## src/rtl/mem_stage_if.sv

```systemverilog
// mem_stage_if: data-memory request/done bus between the memory stage and memory
interface mem_stage_if;
  logic        mem_en;
  logic        mem_wr;
  logic [15:0] mem_addr;
  logic [15:0] mem_wdata;
  logic [15:0] mem_rdata;
  logic        mem_done;
  modport master (output mem_en, mem_wr, mem_addr, mem_wdata, input mem_rdata, mem_done);
  modport slave  (input mem_en, mem_wr, mem_addr, mem_wdata, output mem_rdata, mem_done);
endinterface

```

## src/rtl/mem_stage.sv

```systemverilog
// mem_stage: memory-stage controller with variable-latency access, stall and sticky error
module mem_stage #(
  parameter int TIMEOUT = 16
) (
  input  logic               clk,
  input  logic               rst,
  input  logic               valid_in,
  input  logic [15:0]        alu_in,
  input  logic [15:0]        srcb_in,
  input  logic               memwrt_in,
  input  logic               regsrc_in,
  input  logic [15:0]        wb_reg_in,
  output logic               stall,
  output logic               valid_out,
  output logic [15:0]        wb_data_out,
  output logic [15:0]        wb_reg_out,
  output logic               err,
  mem_stage_if.master        mem
);
  localparam int TW = $clog2(TIMEOUT);
  typedef enum logic [1:0] {IDLE, REQ, WAIT, ERR} state_t;
  state_t        state;
  logic [TW-1:0] timer;
  logic [15:0]   wb_reg_q;
  logic          mop;
  assign mop   = memwrt_in | regsrc_in;
  assign stall = state != IDLE;
  always_ff @(posedge clk or posedge rst) begin
    if (rst) begin
      state         <= IDLE;
      timer         <= '0;
      wb_reg_q      <= '0;
      valid_out     <= 1'b0;
      wb_data_out   <= '0;
      wb_reg_out    <= '0;
      err           <= 1'b0;
      mem.mem_en    <= 1'b0;
      mem.mem_wr    <= 1'b0;
      mem.mem_addr  <= '0;
      mem.mem_wdata <= '0;
    end else begin
      valid_out  <= 1'b0;
      mem.mem_en <= 1'b0;
      case (state)
        IDLE: if (valid_in) begin
          if (!mop) begin
            valid_out   <= 1'b1;
            wb_data_out <= alu_in;
            wb_reg_out  <= wb_reg_in;
          end else if (alu_in[0]) begin
            state <= ERR;
            err   <= 1'b1;
          end else begin
            state         <= REQ;
            mem.mem_en    <= 1'b1;
            mem.mem_wr    <= memwrt_in;
            mem.mem_addr  <= alu_in;
            mem.mem_wdata <= srcb_in;
            wb_reg_q      <= wb_reg_in;
          end
        end
        REQ: begin
          timer <= '0;
          state <= WAIT;
        end
        WAIT: if (mem.mem_done) begin
          // a store retires its address; only loads take memory data
          valid_out   <= 1'b1;
          wb_data_out <= mem.mem_wr ? mem.mem_addr : mem.mem_rdata;
          wb_reg_out  <= wb_reg_q;
          state       <= IDLE;
        end else if (timer == TW'(TIMEOUT - 1)) begin
          state <= ERR;
          err   <= 1'b1;
        end else begin
          timer <= timer + 1'b1;
        end
        default: err <= 1'b1;
      endcase
    end
  end
endmodule

```

## src/flat_wrapper.sv

```systemverilog
// flat-port wrapper written by rule: the top's interface ports become plain ports
module mem_stage_flat 
#(
  parameter int TIMEOUT = 16
)
  (clk, rst, valid_in, alu_in, srcb_in, memwrt_in, regsrc_in, wb_reg_in, stall, valid_out, wb_data_out, wb_reg_out, err, mem_mem_en, mem_mem_wr, mem_mem_addr, mem_mem_wdata, mem_mem_rdata, mem_mem_done);
  mem_stage_if mem_i ();
  input  logic clk;
  input  logic rst;
  input  logic valid_in;
  input  logic [15:0] alu_in;
  input  logic [15:0] srcb_in;
  input  logic memwrt_in;
  input  logic regsrc_in;
  input  logic [15:0] wb_reg_in;
  output logic stall;
  output logic valid_out;
  output logic [15:0] wb_data_out;
  output logic [15:0] wb_reg_out;
  output logic err;
  output wire logic [$bits(mem_i.mem_en)-1:0] mem_mem_en;
  output wire logic [$bits(mem_i.mem_wr)-1:0] mem_mem_wr;
  output wire logic [$bits(mem_i.mem_addr)-1:0] mem_mem_addr;
  output wire logic [$bits(mem_i.mem_wdata)-1:0] mem_mem_wdata;
  input wire logic [$bits(mem_i.mem_rdata)-1:0] mem_mem_rdata;
  input wire logic [$bits(mem_i.mem_done)-1:0] mem_mem_done;
  assign mem_mem_en = mem_i.mem_en;
  assign mem_mem_wr = mem_i.mem_wr;
  assign mem_mem_addr = mem_i.mem_addr;
  assign mem_mem_wdata = mem_i.mem_wdata;
  assign mem_i.mem_rdata = mem_mem_rdata;
  assign mem_i.mem_done = mem_mem_done;
  mem_stage #(.TIMEOUT(TIMEOUT)) u_core (.clk(clk), .rst(rst), .valid_in(valid_in), .alu_in(alu_in), .srcb_in(srcb_in), .memwrt_in(memwrt_in), .regsrc_in(regsrc_in), .wb_reg_in(wb_reg_in), .stall(stall), .valid_out(valid_out), .wb_data_out(wb_data_out), .wb_reg_out(wb_reg_out), .err(err), .mem(mem_i));
endmodule
```

## config.mk

```make
export PLATFORM = sky130hd
export DESIGN_NAME = mem_stage_flat
export DESIGN_NICKNAME = d
export VERILOG_FILES = /design/src/rtl/mem_stage_if.sv /design/src/rtl/mem_stage.sv /design/src/flat_wrapper.sv
export SDC_FILE = /design/constraint.sdc
export NUM_CORES = 1
export LEC_CHECK = 0
export BUFFER_PORTS_ARGS = -buffer_cell sky130_fd_sc_hd__clkbuf_2
export CORE_ASPECT_RATIO = 0.7
export CORE_MARGIN = 1.5
export CORE_UTILIZATION = 45
export CTS_CLUSTER_DIAMETER = 80
export CTS_CLUSTER_SIZE = 16
export DETAILED_ROUTE_END_ITERATION = 10
export GPL_ROUTABILITY_DRIVEN = 0
export PLACE_DENSITY = 0.72
export SLEW_MARGIN = 5
export SYNTH_ARGS = -nofsm -noshare
export SYNTH_HDL_FRONTEND = slang
export SYNTH_SLANG_ARGS = --single-unit
```

## constraint.sdc

```tcl
create_clock -name clk -period 3.55 [get_ports clk]
set_clock_uncertainty 0.05 [all_clocks]
set_input_delay 0.5325 -clock clk [delete_from_list [all_inputs] [get_ports clk]]
set_output_delay 0.5325 -clock clk [all_outputs]
set_load 0.05 [all_outputs]
```

==> metrics.yaml <==
outcome: "finished, final reports clean"
synth-seq-area-share_pct: 51.9
critical-path-max-stage-delay_ns: 0.51
endpoint_of_the_worst_register_to_register_path: "u_core.wb_reg_out[4]"
drt_drc_violations_left: 0
die_boundary_height_um: 84.7
post_route_cells_drive_above_1_share_pct: 57.9
reg2reg_depth: 6
design.core.area_mm2: 0.00914
initial_core_util_pct: 46.9
crit_buf_inv: 2
power.net_switching_uw: 2800
cts-root-buf: "sky130_fd_sc_hd__clkbuf_16"
drt-pass1-iter-count: 4
cts.sinks: 89
wl_per_cell_um: 16.6
grt_pass1_wl_um: 15300
synth_flop_cell: "sky130_fd_sc_hd__dfrtp_1"
cts_resized: 0
fmaxAchievable_mhz: 385
postSynthRegisterBits: 89
number_of_antenna_violations_at_the_first_check_in_global_routing: 0
worst_setup_ep_type: "flip-flop"
critical_path_required_ns: 3.72
grt_max_degree: 66
worst_slew_margin_rel_pct: 27.6
hold_path_class: "in2async"
dieWidth_um: 120
core.rowCount: 29
final_hold_viol_count: 0
timing.max_cap.violations: 0
yosysMostFrequentCell: "sky130_fd_sc_hd__dfrtp_1"
avgViaCountPerCell: 5.28
antenna_left: 0
worst-path-max-fanout: 25
clock_tree_from_tritoncts: "built"
rrSetupSlack_ns: 0.95
routed-via-count: 3016
power.share.sequential_pct: 31.1
timing.final.crit_period_ns: 2.60
port_buffers: 137
p_total_uw: 5930
cts.clk_slew.worst_paths_ns: 0.06
post_synth.cell_area_avg_um2: 14.0
area_growth_pct: 24.2
worst_setup_path_start_kind: "flip-flop"
synth.top_cells.by_area: "sky130_fd_sc_hd__dfrtp_1 (52%), sky130_fd_sc_hd__mux2_2 (18%), sky130_fd_sc_hd__mux2_4 (9.4%)"
grt_pass1_vias: 3023
report.final.setup_viol: 0
timing.rr.start: "u_core.state[0]"
worst-setup-path-type: "reg2reg"
clock_tree.buffer_depth: 2
place_hpwl_um: 6650
synthesis.nets: 383
syn_inst: 307
ys_types: 41
dieArea_mm2: 0.0101
post_cts.repair.setup_buffers: 0
cts_inserted_buffers: 9
h-tree-depth: 3
synthDominantCellAreaShare_pct: 51.9
final-max-slew-violation-count: 0
setup_total_negative_slack_ns: 0
rsz0062_at_grt: "false"
track_usage_pct: 19.3
final_nets: 518
netlist.top_cell.by_area: "sky130_fd_sc_hd__dfrtp_1"
clockPowerShare_pct: 14.8
cts.hold.buffers_added: 0
cellPowerDensity_mw_per_mm2: 1110
detail_route.wirelength_um: 9480
switching_share_pct: 47.2
filler_cell_count: 767
diodes: 0
p_comb_share_pct: 54.1
timing.critical_path.max_delay_family: "compound AO/OA/AOI/OAI gates"
grt.overflow.total: 0
max-vdd-ir-drop_v: 0.000605
worst_path_max_delay_cell: "sky130_fd_sc_hd__a21oi_4"
synth_edf_count: 0
timing.final.crit_share_pct: 73.2
synth-warning-count: 0
drt_iter0_markers: 168
synth_commonest_cells: "sky130_fd_sc_hd__dfrtp_1 (89), sky130_fd_sc_hd__mux2_2 (67), sky130_fd_sc_hd__mux2_4 (27), sky130_fd_sc_hd__o22ai_1 (14), sky130_fd_sc_hd__a2bb2oi_1 (12)"
ios: 139
syn-cell-area_mm2: 0.00429
worst_slew_pin_tran_ns: 1.09
timing.critical_path.arrival_ns: 2.77
asyncSetResetFlopFracSynth_pct: 100
worstSkewPairLatency_ns: 0.33
static-leakage-power_uw: 0.00257
critical_path.cell_chain: "inv_1 > ha_1 > and2b_1 > a21oi_4 > buf_4 > mux2_4"
int_power_uw: 3130
final cells by class:
class | count | area [um^2] | area share [%]
Sequential cell | 89 | 2230 | 41.8
Multi-Input combinational cell | 188 | 1880 | 35.3
Timing Repair Buffer | 143 | 743 | 14.0
Clock buffer | 10 | 239 | 4.49
Tap cell | 124 | 155 | 2.91
Inverter | 11 | 42.5 | 0.798
Clock inverter | 6 | 41.3 | 0.775
power by group through the flow:
| stage | Combinational, uW | Clock, uW | Sequential (uW) |
|---|---|---|---|
| after global placement | 3180 | 0 | 1830 |
| final | 3210 | 879 | 1850 |
| after detailed placement | 3230 | 0 | 1850 |
| after CTS | 3230 | 907 | 1850 |
| after global routing | 3380 | 953 | 1910 |
| after floorplan | 1370 | 0 | 3020 |
cells by family (layout without fill, tap and decap cells):
group | count (synthesis) | count (layout) | synth area share [%]
multiplexers | 97 | 97 | 27.7
flip-flops | 89 | 89 | 51.9
AO/OA/AOI/OAI | 51 | 51 | 8.92
AND/OR/NAND/NOR | 33 | 33 | 5.31
buffers and inverters | 30 | 170 | 4.29
adder cells (fa/ha/maj) | 6 | 6 | 1.75
other | 1 | 1 | 0.0874
sequential cells by signal, indices dropped and copies added, names as in the netlist, 2 cells and up:
register,count
u_core.mem.mem_wdata,16
u_core.wb_data_out,16
u_core.wb_reg_out,16
u_core.wb_reg_q,16
u_core.mem.mem_addr,15
u_core.timer,4
u_core.state,2
stage by stage:
step                      hold WS, ns  instance area (um^2)  setup WS [ns]  instances  util, %
after floorplan                 0.425                  4290          0.661        307        -
after global placement          0.416                  5050           1.01        555     55.2
after detailed placement        0.421                  5050          0.969        555     55.2
after CTS                       0.372                  5330          0.938        571     58.3
after global routing            0.375                  5330          0.782        571     58.3
final                           0.359                  5330          0.953        571     58.3
routing by layer:
layer	up-vias	global-route usage [%]	part of all wire (%)
met3	10	6.25	8.6
met4	0	4.98	0.79
met1	1491	26.7	46
li1	1400	-	-
met2	115	29.5	44
met5	-	0	0
cell usage in the layout (no fill, tap or decap), types with 2 or more instances in the layout:
cell,count
sky130_fd_sc_hd__a21oi_1,3
sky130_fd_sc_hd__a2bb2oi_1,12
sky130_fd_sc_hd__a31oi_1,4
sky130_fd_sc_hd__and2_1,3
sky130_fd_sc_hd__and3b_1,5
sky130_fd_sc_hd__buf_4,5
sky130_fd_sc_hd__clkbuf_16,9
sky130_fd_sc_hd__clkbuf_2,137
sky130_fd_sc_hd__clkinv_2,3
sky130_fd_sc_hd__clkinvlp_4,3
sky130_fd_sc_hd__dfrtp_1,89
sky130_fd_sc_hd__ha_1,6
sky130_fd_sc_hd__inv_1,10
sky130_fd_sc_hd__mux2_2,67
sky130_fd_sc_hd__mux2_4,27
sky130_fd_sc_hd__mux2i_1,3
sky130_fd_sc_hd__nand2_1,4
sky130_fd_sc_hd__nand2b_1,3
sky130_fd_sc_hd__nand3_1,2
sky130_fd_sc_hd__nor2_1,4
sky130_fd_sc_hd__nor2b_1,4
sky130_fd_sc_hd__o211ai_1,4
sky130_fd_sc_hd__o21ai_0,2
sky130_fd_sc_hd__o22ai_1,14
sky130_fd_sc_hd__o311ai_0,4
sky130_fd_sc_hd__o41ai_1,2
worst max path at each step:
stage / startpoint / end / cells past startpoint
after CTS: u_core.state[0] / u_core.wb_reg_out[4] / 6
final: u_core.state[0] / u_core.wb_reg_out[4] / 6
after floorplan: rst / u_core.err / 1
after global routing: u_core.state[0] / u_core.wb_reg_out[4] / 6
after global placement: u_core.state[0] / u_core.wb_reg_out[3] / 6
after detailed placement: u_core.state[0] / u_core.wb_reg_out[4] / 6
(Power assumes the default switching activity.)
